**src/rtl/cmd_pkg.sv**
```systemverilog
// Shared constants for the USB command path: frame markers, error codes,
// command IDs and the parser state encoding.
package cmd_pkg;

   localparam logic [7:0] SOF1 = 8'hAA;
   localparam logic [7:0] SOF2 = 8'h55;

   localparam logic [1:0] ERR_OVERRUN  = 2'b00;
   localparam logic [1:0] ERR_CHECKSUM = 2'b01;
   localparam logic [1:0] ERR_LENGTH   = 2'b10;
   localparam logic [1:0] ERR_TIMEOUT  = 2'b11;

   localparam logic [7:0] CMD_HEARTBEAT = 8'hFF;
   localparam logic [7:0] CMD_PWM       = 8'hFE;

   typedef enum logic [3:0] {
      ST_IDLE,
      ST_SOF2,
      ST_CMD,
      ST_LEN_H,
      ST_LEN_L,
      ST_PAYLOAD,
      ST_CHECK,
      ST_EMIT,
      ST_DRAIN
   } state_t;

endpackage

```
**src/rtl/frame_payload_buf.sv**
```systemverilog
// Simple dual-port payload buffer: synchronous write, registered read that
// only updates on rd_en so the read port doubles as the payload output register.
module frame_payload_buf #(
   parameter int DEPTH = 64,
   parameter int AW    = 6
) (
   input  logic          clk,
   input  logic          rst_n,
   input  logic          wr_en,
   input  logic [AW-1:0] wr_addr,
   input  logic [7:0]    wr_data,
   input  logic          rd_en,
   input  logic [AW-1:0] rd_addr,
   output logic [7:0]    rd_data
);

   logic [7:0] mem [DEPTH];

   // NOTE: the storage array is deliberately not reset; every byte is written before it is read.
   always_ff @(posedge clk) begin
      if (wr_en) mem[wr_addr] <= wr_data;
   end

   always_ff @(posedge clk) begin
      if (!rst_n)     rd_data <= '0;
      else if (rd_en) rd_data <= mem[rd_addr];
   end

endmodule

```
**src/rtl/frame_parser.sv**
```systemverilog
// USB CDC command frame parser: AA 55 CMD LEN_H LEN_L PAYLOAD CHK.
// Verified frames are released as cmd_start plus a ready/valid payload stream.
module frame_parser
   import cmd_pkg::*;
#(
   parameter int MAX_PAYLOAD  = 64,
   parameter int TIMEOUT_CLKS = 500000
) (
   input  logic        clk,
   input  logic        rst_n,
   input  logic [7:0]  usb_data_in,
   input  logic        usb_data_valid_in,
   output logic        cmd_start,
   output logic [7:0]  cmd_type,
   output logic [15:0] cmd_length,
   output logic [7:0]  payload_data,
   output logic        payload_valid,
   input  logic        payload_ready,
   output logic        cmd_done,
   output logic        err_valid,
   output logic [1:0]  err_code,
   output logic        busy
);

   localparam int AW = (MAX_PAYLOAD > 1) ? $clog2(MAX_PAYLOAD) : 1;
   localparam int TW = $clog2(TIMEOUT_CLKS + 1);
   localparam logic [15:0]   MAX_LEN = 16'(MAX_PAYLOAD);
   localparam logic [TW-1:0] TO_LAST = TW'(TIMEOUT_CLKS - 1);

   state_t        state;
   logic [7:0]    chk;
   logic [7:0]    cur_cmd;
   logic [7:0]    len_h;
   logic [15:0]   cur_len;
   logic [15:0]   wr_idx;
   logic [15:0]   rd_idx;
   logic [TW-1:0] idle_cnt;

   logic [15:0]   rx_len;
   logic          xfer;
   logic          timed;
   logic          wr_en;
   logic          rd_en;
   logic [AW-1:0] rd_addr;

   assign rx_len  = {len_h, usb_data_in};
   assign xfer    = payload_valid && payload_ready;
   assign timed   = state inside {ST_SOF2, ST_CMD, ST_LEN_H, ST_LEN_L, ST_PAYLOAD, ST_CHECK};
   assign wr_en   = (state == ST_PAYLOAD) && usb_data_valid_in;
   // Read one byte ahead: address 0 in EMIT, then the next byte on each transfer.
   assign rd_en   = (state == ST_EMIT) || ((state == ST_DRAIN) && xfer);
   assign rd_addr = (state == ST_EMIT) ? '0 : AW'(rd_idx + 16'd1);
   assign busy    = (state != ST_IDLE);

   frame_payload_buf #(
      .DEPTH (MAX_PAYLOAD),
      .AW    (AW)
   ) u_buf (
      .clk     (clk),
      .rst_n   (rst_n),
      .wr_en   (wr_en),
      .wr_addr (wr_idx[AW-1:0]),
      .wr_data (usb_data_in),
      .rd_en   (rd_en),
      .rd_addr (rd_addr),
      .rd_data (payload_data)
   );

   // NOTE: all state below uses non-blocking assignments so every register sees pre-edge values.
   always_ff @(posedge clk) begin
      if (!rst_n) begin
         state         <= ST_IDLE;
         chk           <= '0;
         cur_cmd       <= '0;
         len_h         <= '0;
         cur_len       <= '0;
         wr_idx        <= '0;
         rd_idx        <= '0;
         idle_cnt      <= '0;
         cmd_start     <= 1'b0;
         cmd_type      <= '0;
         cmd_length    <= '0;
         payload_valid <= 1'b0;
         cmd_done      <= 1'b0;
         err_valid     <= 1'b0;
         err_code      <= '0;
      end else begin
         cmd_start <= 1'b0;
         cmd_done  <= 1'b0;
         err_valid <= 1'b0;

         // A byte in the expiry cycle clears the counter and is processed below.
         if (timed && !usb_data_valid_in) begin
            if (idle_cnt == TO_LAST) begin
               err_valid <= 1'b1;
               err_code  <= ERR_TIMEOUT;
               state     <= ST_IDLE;
               idle_cnt  <= '0;
            end else begin
               idle_cnt <= idle_cnt + TW'(1);
            end
         end else begin
            idle_cnt <= '0;
         end

         case (state)
            ST_IDLE: begin
               if (usb_data_valid_in && usb_data_in == SOF1) state <= ST_SOF2;
            end
            ST_SOF2: begin
               if (usb_data_valid_in) begin
                  if (usb_data_in == SOF2)      state <= ST_CMD;
                  else if (usb_data_in != SOF1) state <= ST_IDLE;
               end
            end
            ST_CMD: begin
               if (usb_data_valid_in) begin
                  cur_cmd <= usb_data_in;
                  chk     <= usb_data_in;
                  state   <= ST_LEN_H;
               end
            end
            ST_LEN_H: begin
               if (usb_data_valid_in) begin
                  len_h <= usb_data_in;
                  chk   <= chk + usb_data_in;
                  state <= ST_LEN_L;
               end
            end
            ST_LEN_L: begin
               if (usb_data_valid_in) begin
                  chk     <= chk + usb_data_in;
                  cur_len <= rx_len;
                  wr_idx  <= '0;
                  if (rx_len > MAX_LEN) begin
                     err_valid <= 1'b1;
                     err_code  <= ERR_LENGTH;
                     state     <= ST_IDLE;
                  end else if (rx_len == 16'd0) begin
                     state <= ST_CHECK;
                  end else begin
                     state <= ST_PAYLOAD;
                  end
               end
            end
            ST_PAYLOAD: begin
               if (usb_data_valid_in) begin
                  chk    <= chk + usb_data_in;
                  wr_idx <= wr_idx + 16'd1;
                  if (wr_idx + 16'd1 == cur_len) state <= ST_CHECK;
               end
            end
            ST_CHECK: begin
               if (usb_data_valid_in) begin
                  if (usb_data_in == chk) begin
                     cmd_start  <= 1'b1;
                     cmd_type   <= cur_cmd;
                     cmd_length <= cur_len;
                     rd_idx     <= '0;
                     state      <= ST_EMIT;
                  end else begin
                     err_valid <= 1'b1;
                     err_code  <= ERR_CHECKSUM;
                     state     <= ST_IDLE;
                  end
               end
            end
            ST_EMIT: begin
               if (cmd_length == 16'd0) begin
                  cmd_done <= 1'b1;
                  state    <= ST_IDLE;
               end else begin
                  payload_valid <= 1'b1;
                  state         <= ST_DRAIN;
               end
            end
            ST_DRAIN: begin
               if (xfer) begin
                  if (rd_idx == cmd_length - 16'd1) begin
                     payload_valid <= 1'b0;
                     cmd_done      <= 1'b1;
                     state         <= ST_IDLE;
                  end else begin
                     rd_idx <= rd_idx + 16'd1;
                  end
               end
            end
            default: state <= ST_IDLE;
         endcase

         // Handlers own the link while a command is out; stray bytes are dropped.
         if ((state == ST_EMIT || state == ST_DRAIN) && usb_data_valid_in) begin
            err_valid <= 1'b1;
            err_code  <= ERR_OVERRUN;
         end
      end
   end

endmodule

```
**config.mk**
```make
export PLATFORM = sky130hd
export DESIGN_NAME = frame_parser
export DESIGN_NICKNAME = d
export VERILOG_FILES = /design/src/rtl/cmd_pkg.sv /design/src/rtl/frame_payload_buf.sv /design/src/rtl/frame_parser.sv
export SDC_FILE = /design/constraint.sdc
export NUM_CORES = 1
export LEC_CHECK = 0
export BUFFER_PORTS_ARGS = -buffer_cell sky130_fd_sc_hd__clkbuf_2
export CORE_AREA = 2 2 307 309
export CTS_BUF_LIST = sky130_fd_sc_hd__clkbuf_8
export CTS_CLUSTER_DIAMETER = 30
export DETAILED_ROUTE_END_ITERATION = 8
export DIE_AREA = 0 0 309 311
export GPL_TIMING_DRIVEN = 0
export PLACE_DENSITY = 0.47
export SYNTH_ARGS = -nofsm -noshare
export SYNTH_HDL_FRONTEND = slang
export SYNTH_SLANG_ARGS = --single-unit
```
**constraint.sdc**
```tcl
create_clock -name clk -period 3.8 [get_ports clk]
set_input_delay 0.38 -clock clk [delete_from_list [all_inputs] [get_ports clk]]
set_output_delay 0.38 -clock clk [all_outputs]
set_load 0.05 [all_outputs]
```
# --- Word level (Yosys, flattened, before mapping) ---
# Memories as Yosys holds them, arrays and structs flattened. A register that Yosys moved wholly into a read port is not among the register bits.
# Index checks and enable logic that the tools add are counted.
totals:
  out_inout_bits: 39
  latchBits: 0
  mem_bits_rw: 512
  mem_bits_ro: 0
  reg_bits: 125
  mem_count: 1
  input_bits: 12
classes:
  n_div: 0
  shift: 0
  n_bitwise: 2
  add_sub_neg: 5
  reduce_logical: 31
  muxes: 57
  order_cmp: 1
  n_mul: 0
  eq_ne: 25
mem_list:
  columns: ["name", "words", "width", "read_ports", "rd_clocked_by_memory_dff", "wr", "line", "text"]
  rows:
  - ["u_buf.mem", 64, 8, 1, 1, 1, "frame_payload_buf.sv:17", "logic [7:0] mem [DEPTH];"]
ops:
  columns: ["cell", "count"]
  rows:
  - ["16-bit 2-to-1 mux", 6]
  - ["16-bit case mux with 2 select lines", 2]
  - ["4-bit 2-to-1 mux", 15]
  - ["4-bit case mux with 9 select lines", 1]
  - ["16-bit by 1-bit adder with 16-bit output, second input constant", 2]
  - ["16-bit == test", 2]
  - ["16-bit logical NOT", 2]
  - ["19-bit by 1-bit adder with 19-bit output, second input constant", 1]
  - ["19-bit == test, second input constant", 1]
  - ["4-bit by 3-bit == test with 1-bit output, second input constant", 4]
  - ["16-bit by 7-bit > comparator with 1-bit output, second input constant", 1]
  - ["1-bit 2-to-1 mux", 16]
  - ["8-bit 2-to-1 mux", 2]
  - ["2-bit != test, second input constant", 8]
  - ["8-bit case mux with 2 select lines", 1]
  - ["16-bit by 1-bit subtractor with 16-bit output, second input constant", 1]
  - ["2-bit 2-to-1 mux", 7]
  - ["3-bit AND reduction", 4]
  - ["8-bit adder", 1]
  - ["4-bit by 2-bit == test with 1-bit output, second input constant", 2]
  - ["8-bit by 7-bit == test with 1-bit output, second input constant", 1]
  - ["8-bit == test", 1]
  - ["8-bit == test, second input constant", 1]
  - ["8-bit != test, second input constant", 1]
  - ["20 further kinds", 38]

# --- Longest topological paths before layout ---
depth:
  depth_word: 8
  mapped_depth: 13
  ltp_nobuf: 11

# --- Hierarchy ---
# From an unflattened synthesis, not the netlist that was laid out.
hier_totals:
  cells_unflattened: 1924
  area_unflattened_um2: 27218.6
by_module_without_submodules:
  columns: ["module", "seq_area_each_um2", "instances", "area_each_um2", "cells_per_inst"]
  rows:
  - ["frame_payload_buf", 15534.9, 1, 20314.5, 1036]
  - ["frame_parser", 2502.4, 1, 6904.1, 888]

# --- Worst setup path before layout ---
# OpenSTA, ideal clock, no wires.
synth_path:
  path_kind: "reg-to-reg"
  from: "reg cmd_length[0]"
  to: "reg rd_idx[6]"
  path_stages_with_launch: 12
  arrival_time_ns: 3.350
  period_less_slack_ns: 3.441
  slack_ns: 0.359
  path_cell_list: "dfxtp_1 > clkbuf_1 > inv_1 > ha_1 > or4b_1 > buf_2 > or4_1 > a21o_1 > a2111o_1 > or2_4 > a21o_1 > a311oi_1"
synth_between:
  elab_chain_cells: 4
synth_rtl:
  columns: ["element", "line", "text"]
  rows:
  - ["start: declaration", "frame_parser.sv:15", "output logic [15:0] cmd_length,"]
  - ["start signal: assignment", "frame_parser.sv:158", "cmd_length <= cur_len;"]
  - ["16-bit by 1-bit subtractor with 16-bit output", "frame_parser.sv:179", "if (rd_idx == cmd_length - 16'd1) begin"]
  - ["16-bit == test", "frame_parser.sv:179", null]
  - ["2-bit != test (no line)", null, null]
  - ["5-bit AND reduction (no line)", null, null]
  - ["end signal: assignment", "frame_parser.sv:184", "rd_idx <= rd_idx + 16'd1;"]
  - ["end: declaration", "frame_parser.sv:36", "logic [15:0] rd_idx;"]
# Every way passes these cells.
# A chain may end at the register's enable or synchronous reset.

# --- Worst setup path after layout ---
layout_path:
  from: "reg rd_idx[0]"
  to: "reg u_buf.rd_data[5], read port of u_buf.mem"
layout_between:
  elab_chain_cells: 2
layout_rtl:
  columns: ["element", "line", "text"]
  rows:
  - ["16-bit by 1-bit adder with 16-bit output", null, null]
  - ["6-bit 2-to-1 mux", "frame_parser.sv:52", "assign rd_addr = (state == ST_EMIT) ? '0 : AW'(rd_idx + 16'd1);"]
  - ["end: declaration", "frame_payload_buf.sv:14", "output logic [7:0] rd_data"]
# Every way passes these cells.

==> flow_summary.json <==
{
  "placementRows": 112,
  "overflow": 0,
  "core_area_mm2": 0.09277,
  "grt_pass1_wl_um": 139900,
  "whs_path_depth": 4,
  "grt_pass1_vias": 20090,
  "synth_nets": 2217,
  "power.total_uw": 16160,
  "synth_area_leaders": "edfxtp_1 (56%), dfxtp_1 (9.6%), mux2i_1 (3.2%)",
  "vdd_drop_max_mv": 0.3251,
  "clockBufferDepth": 3,
  "rrSetupSlack_ns": -0.04,
  "fin_crit_sh_pct": 101.0,
  "clock_skew_ns": 0.05799,
  "ys_warn_count": 0,
  "yosysTopAreaCell": "edfxtp_1",
  "start_util_pct": 29.85,
  "drc": 0,
  "ys.flop_type": "edfxtp_1",
  "layout.nets": 2425,
  "via_per_inst": 5.379,
  "crit_slowest_cell": "a211oi_1",
  "critPathMaxStageDelay_ns": 0.50,
  "cp.required_ns": 4.48,
  "critPathKind": "reg2reg",
  "max_cap_viol_count": 0,
  "violations": "setup timing",
  "synth_cell_types": 77,
  "synth_xor_area_share_pct": 2.087,
  "power.leakage_uw": 0.01091,
  "root_buffer": "clkbuf_8",
  "fp.dieH_um": 311,
  "finalHoldViolations": 0,
  "drv_slew": 0,
  "path_max_fanout": 10,
  "synth_commonest_cells": "edfxtp_1 (512), nor2_1 (209), nand2_1 (162)",
  "startpoint": "rd_idx[0]",
  "max_freq_mhz": 260.5,
  "crit_chain": "buf_2, buf_2, buf_2, clkbuf_2, clkbuf_4, o21ai_0, a211oi_1, o221ai_1, nand4b_1, nand3_1",
  "critical_path.most_common_cell": "buf_2",
  "yosys.area_share.simple_pct": 12.24,
  "synth_top_area_share_pct": 55.51,
  "clock_sink_count": 645,
  "r2r-end": "u_buf.rd_data[5]",
  "cts_tree": "done",
  "synth_seq_cells": 645,
  "setup_tns_ns": -0.03806,
  "grt_max_degree": 73,
  "hpwl_um": 65690,
  "synth_cells": 2193,
  "antenna_found_initial": 4,
  "postRouteAntennaNets": 0,
  "crit_path_start_kind": "flip-flop",
  "reg2regPathDepth": 10,
  "routedWlPerCell_um": 25.96,
  "cp-end-kind": "flip-flop",
  "place_worst_setup_slack_ns": -1.501,
  "drive_above_1_share_pct": 18.37,
  "drtIter0Drc": 1969,
  "rr_startpoint": "rd_idx[0]",
  "grt_usage_pct": 20.19,
  "hp-start": "payload_ready",
  "ys_seq_area_share_pct": 65.13,
  "synth_compound_area_share_pct": 11.12,
  "synthMuxAreaShare_pct": 6.433,
  "path_buf_inv": 5,
  "globalplace.congestion": 0.9335,
  "cts_buffers": 140,
  "htree_levels": 4,
  "cp.depth": 10,
  "clk_pin_slew_worst_paths_ns": 0.06,
  "vias": 20260,
  "synth-edff-count": 512,
  "synth_top_family_by_area": "simple AND/OR/NAND/NOR gates",
  "synthAdderAreaFrac_pct": 0.5692,
  "area_growth_pct": 20.38,
  "maxSlewHeadroom_pct": 27.40,
  "port_buffers": 49,
  "cp-endpoint": "u_buf.rd_data[5]",
  "top_level_ports": 51,
  "clock_latency_ns": 0.83,
  "synthArstFlopShare_pct": 0,
  "rsz0062_at_grt": "yes",
  "cp.arrival_ns": 4.52,
  "dr.pass1.iters": 6,
  "hold_class": "in2reg",
  "die_x_um": 309,
  "tightest_slew_ns": 1.085,
  "dieArea_mm2": 0.09610,
  "syn_area_mm2": 0.02770,
  "timing.final.ws_setup_ns": -0.03806,
  "fill_cells": 9175,
  "syn_avg_cell_area_um2": 12.63,
  "wl_um": 97780,
  "hold_ws_ns": 0.06995,
  "powerDensity_mw_per_mm2": 484.7,
  "finalSetupViolations": 1,
  "fin_crit_ns": 3.838,
  "post-synth-top-count-cell": "edfxtp_1",
  "path_delay_family": "buffers and inverters",
  "status": "finished, violations left"
}
cell usage in the layout (no fill, tap or decap), types with 18 or more instances in the layout:
master     synthesis  final
nor3_1            48     48
inv_1             18     38
nor2_2             0     25
or3_1             59     59
a211oi_1          25     21
edfxtp_1         512    512
clkbuf_1         124     86
nand3_1           81     79
nor2_4             0     21
xnor2_1           32     31
clkinv_1           1     24
and3_1            21     21
dfxtp_1          133    133
a31oi_1           28     28
a21oi_1          102    100
clkbuf_2           0     71
bufinv_16          0     18
mux4_2            30     30
nand2_1          162    160
o21ai_0           95     95
clkbuf_8           0    148
o211ai_1          48     48
xor2_1            34     32
nand4_1           24     24
nor2_1           209    163
o221ai_1          38     38
mux2i_1           88     88
mux2_2            20     20
worst min-delay path by stage:
stage	endpoint	slack (ns)
floorplan	idle_cnt[0]	0.43
global route	payload_valid	0.1
finish	payload_valid	0.07
detailed placement	cmd_type[0]	0.45
CTS	payload_valid	0.01
global placement	cmd_type[7]	0.45
area by class of cell:
cell class | count | area [um2] | area share (%)
Tap cell | 1254 | 1569 | 4.706
Clock inverter | 102 | 1020 | 3.059
Sequential cell | 645 | 18040 | 54.10
Multi-Input combinational cell | 1376 | 9365 | 28.09
Timing Repair Buffer | 69 | 528.0 | 1.584
Inverter | 19 | 71.32 | 0.2139
Buffer | 150 | 705.7 | 2.117
Antenna cell | 3 | 7.507 | 0.02252
Clock buffer | 148 | 2037 | 6.109
state kept, by name, indices dropped and copies added, names as in the netlist, 16 cells and up:
signal / cells
cur_len: 16
rd_idx: 16
idle_cnt: 19
cmd_length: 16
u_buf.mem: 512
wr_idx: 16
metal layers:
layer	global-route usage [%]	share of wire, %
met5	0	0.093
met4	7.624	3.2
met3	5.483	8.0
met2	31.04	46
met1	27.10	43
stage by stage:
stage	area, um2	utilization (%)	std cells
after floorplan	27700	-	2193
after global placement	29510	31.81	3496
after detailed placement	29670	31.99	3502
after CTS	33080	35.65	3759
after global routing	33340	35.94	3765
final	33340	35.94	3766
tightest hold or removal path, stage by stage:
cell      delay (ns)
clkbuf_2        0.12
nand2_1         0.10
nor2_1          0.10
a21oi_1         0.14
logic make-up after synthesis:
kind of cell,Yosys count
multiplexers,138
adder cells (fa/ha/maj),12
XOR/XNOR,66
AND/OR/NAND/NOR,700
AO/OA/AOI/OAI,460
buffers and inverters,172
flip-flops,645
power breakdown:
part	total (uW)	switching [uW]	internal [uW]	leakage (uW)
Sequential	7620	3.76	7620	0.00567
Combinational	255	199	55.5	0.00363
Clock	8280	3380	4900	0.00161
Total	16200	3590	12600	0.0109
repair_timing:
| item | 4_1_cts | 5_1_grt |
|---|---|---|
| setup buffers | 6 | 7 |
| resized for setup | 101 | 60 |
| cloned | 0 | 0 |
| hold buffers | 1 | 0 |
| pin swaps | 1 | 1 |
| hold endpoints to repair | 6 | 0 |
| setup endpoints to repair | 401 | 217 |
Note: power is estimated with default switching activity, not from simulation.
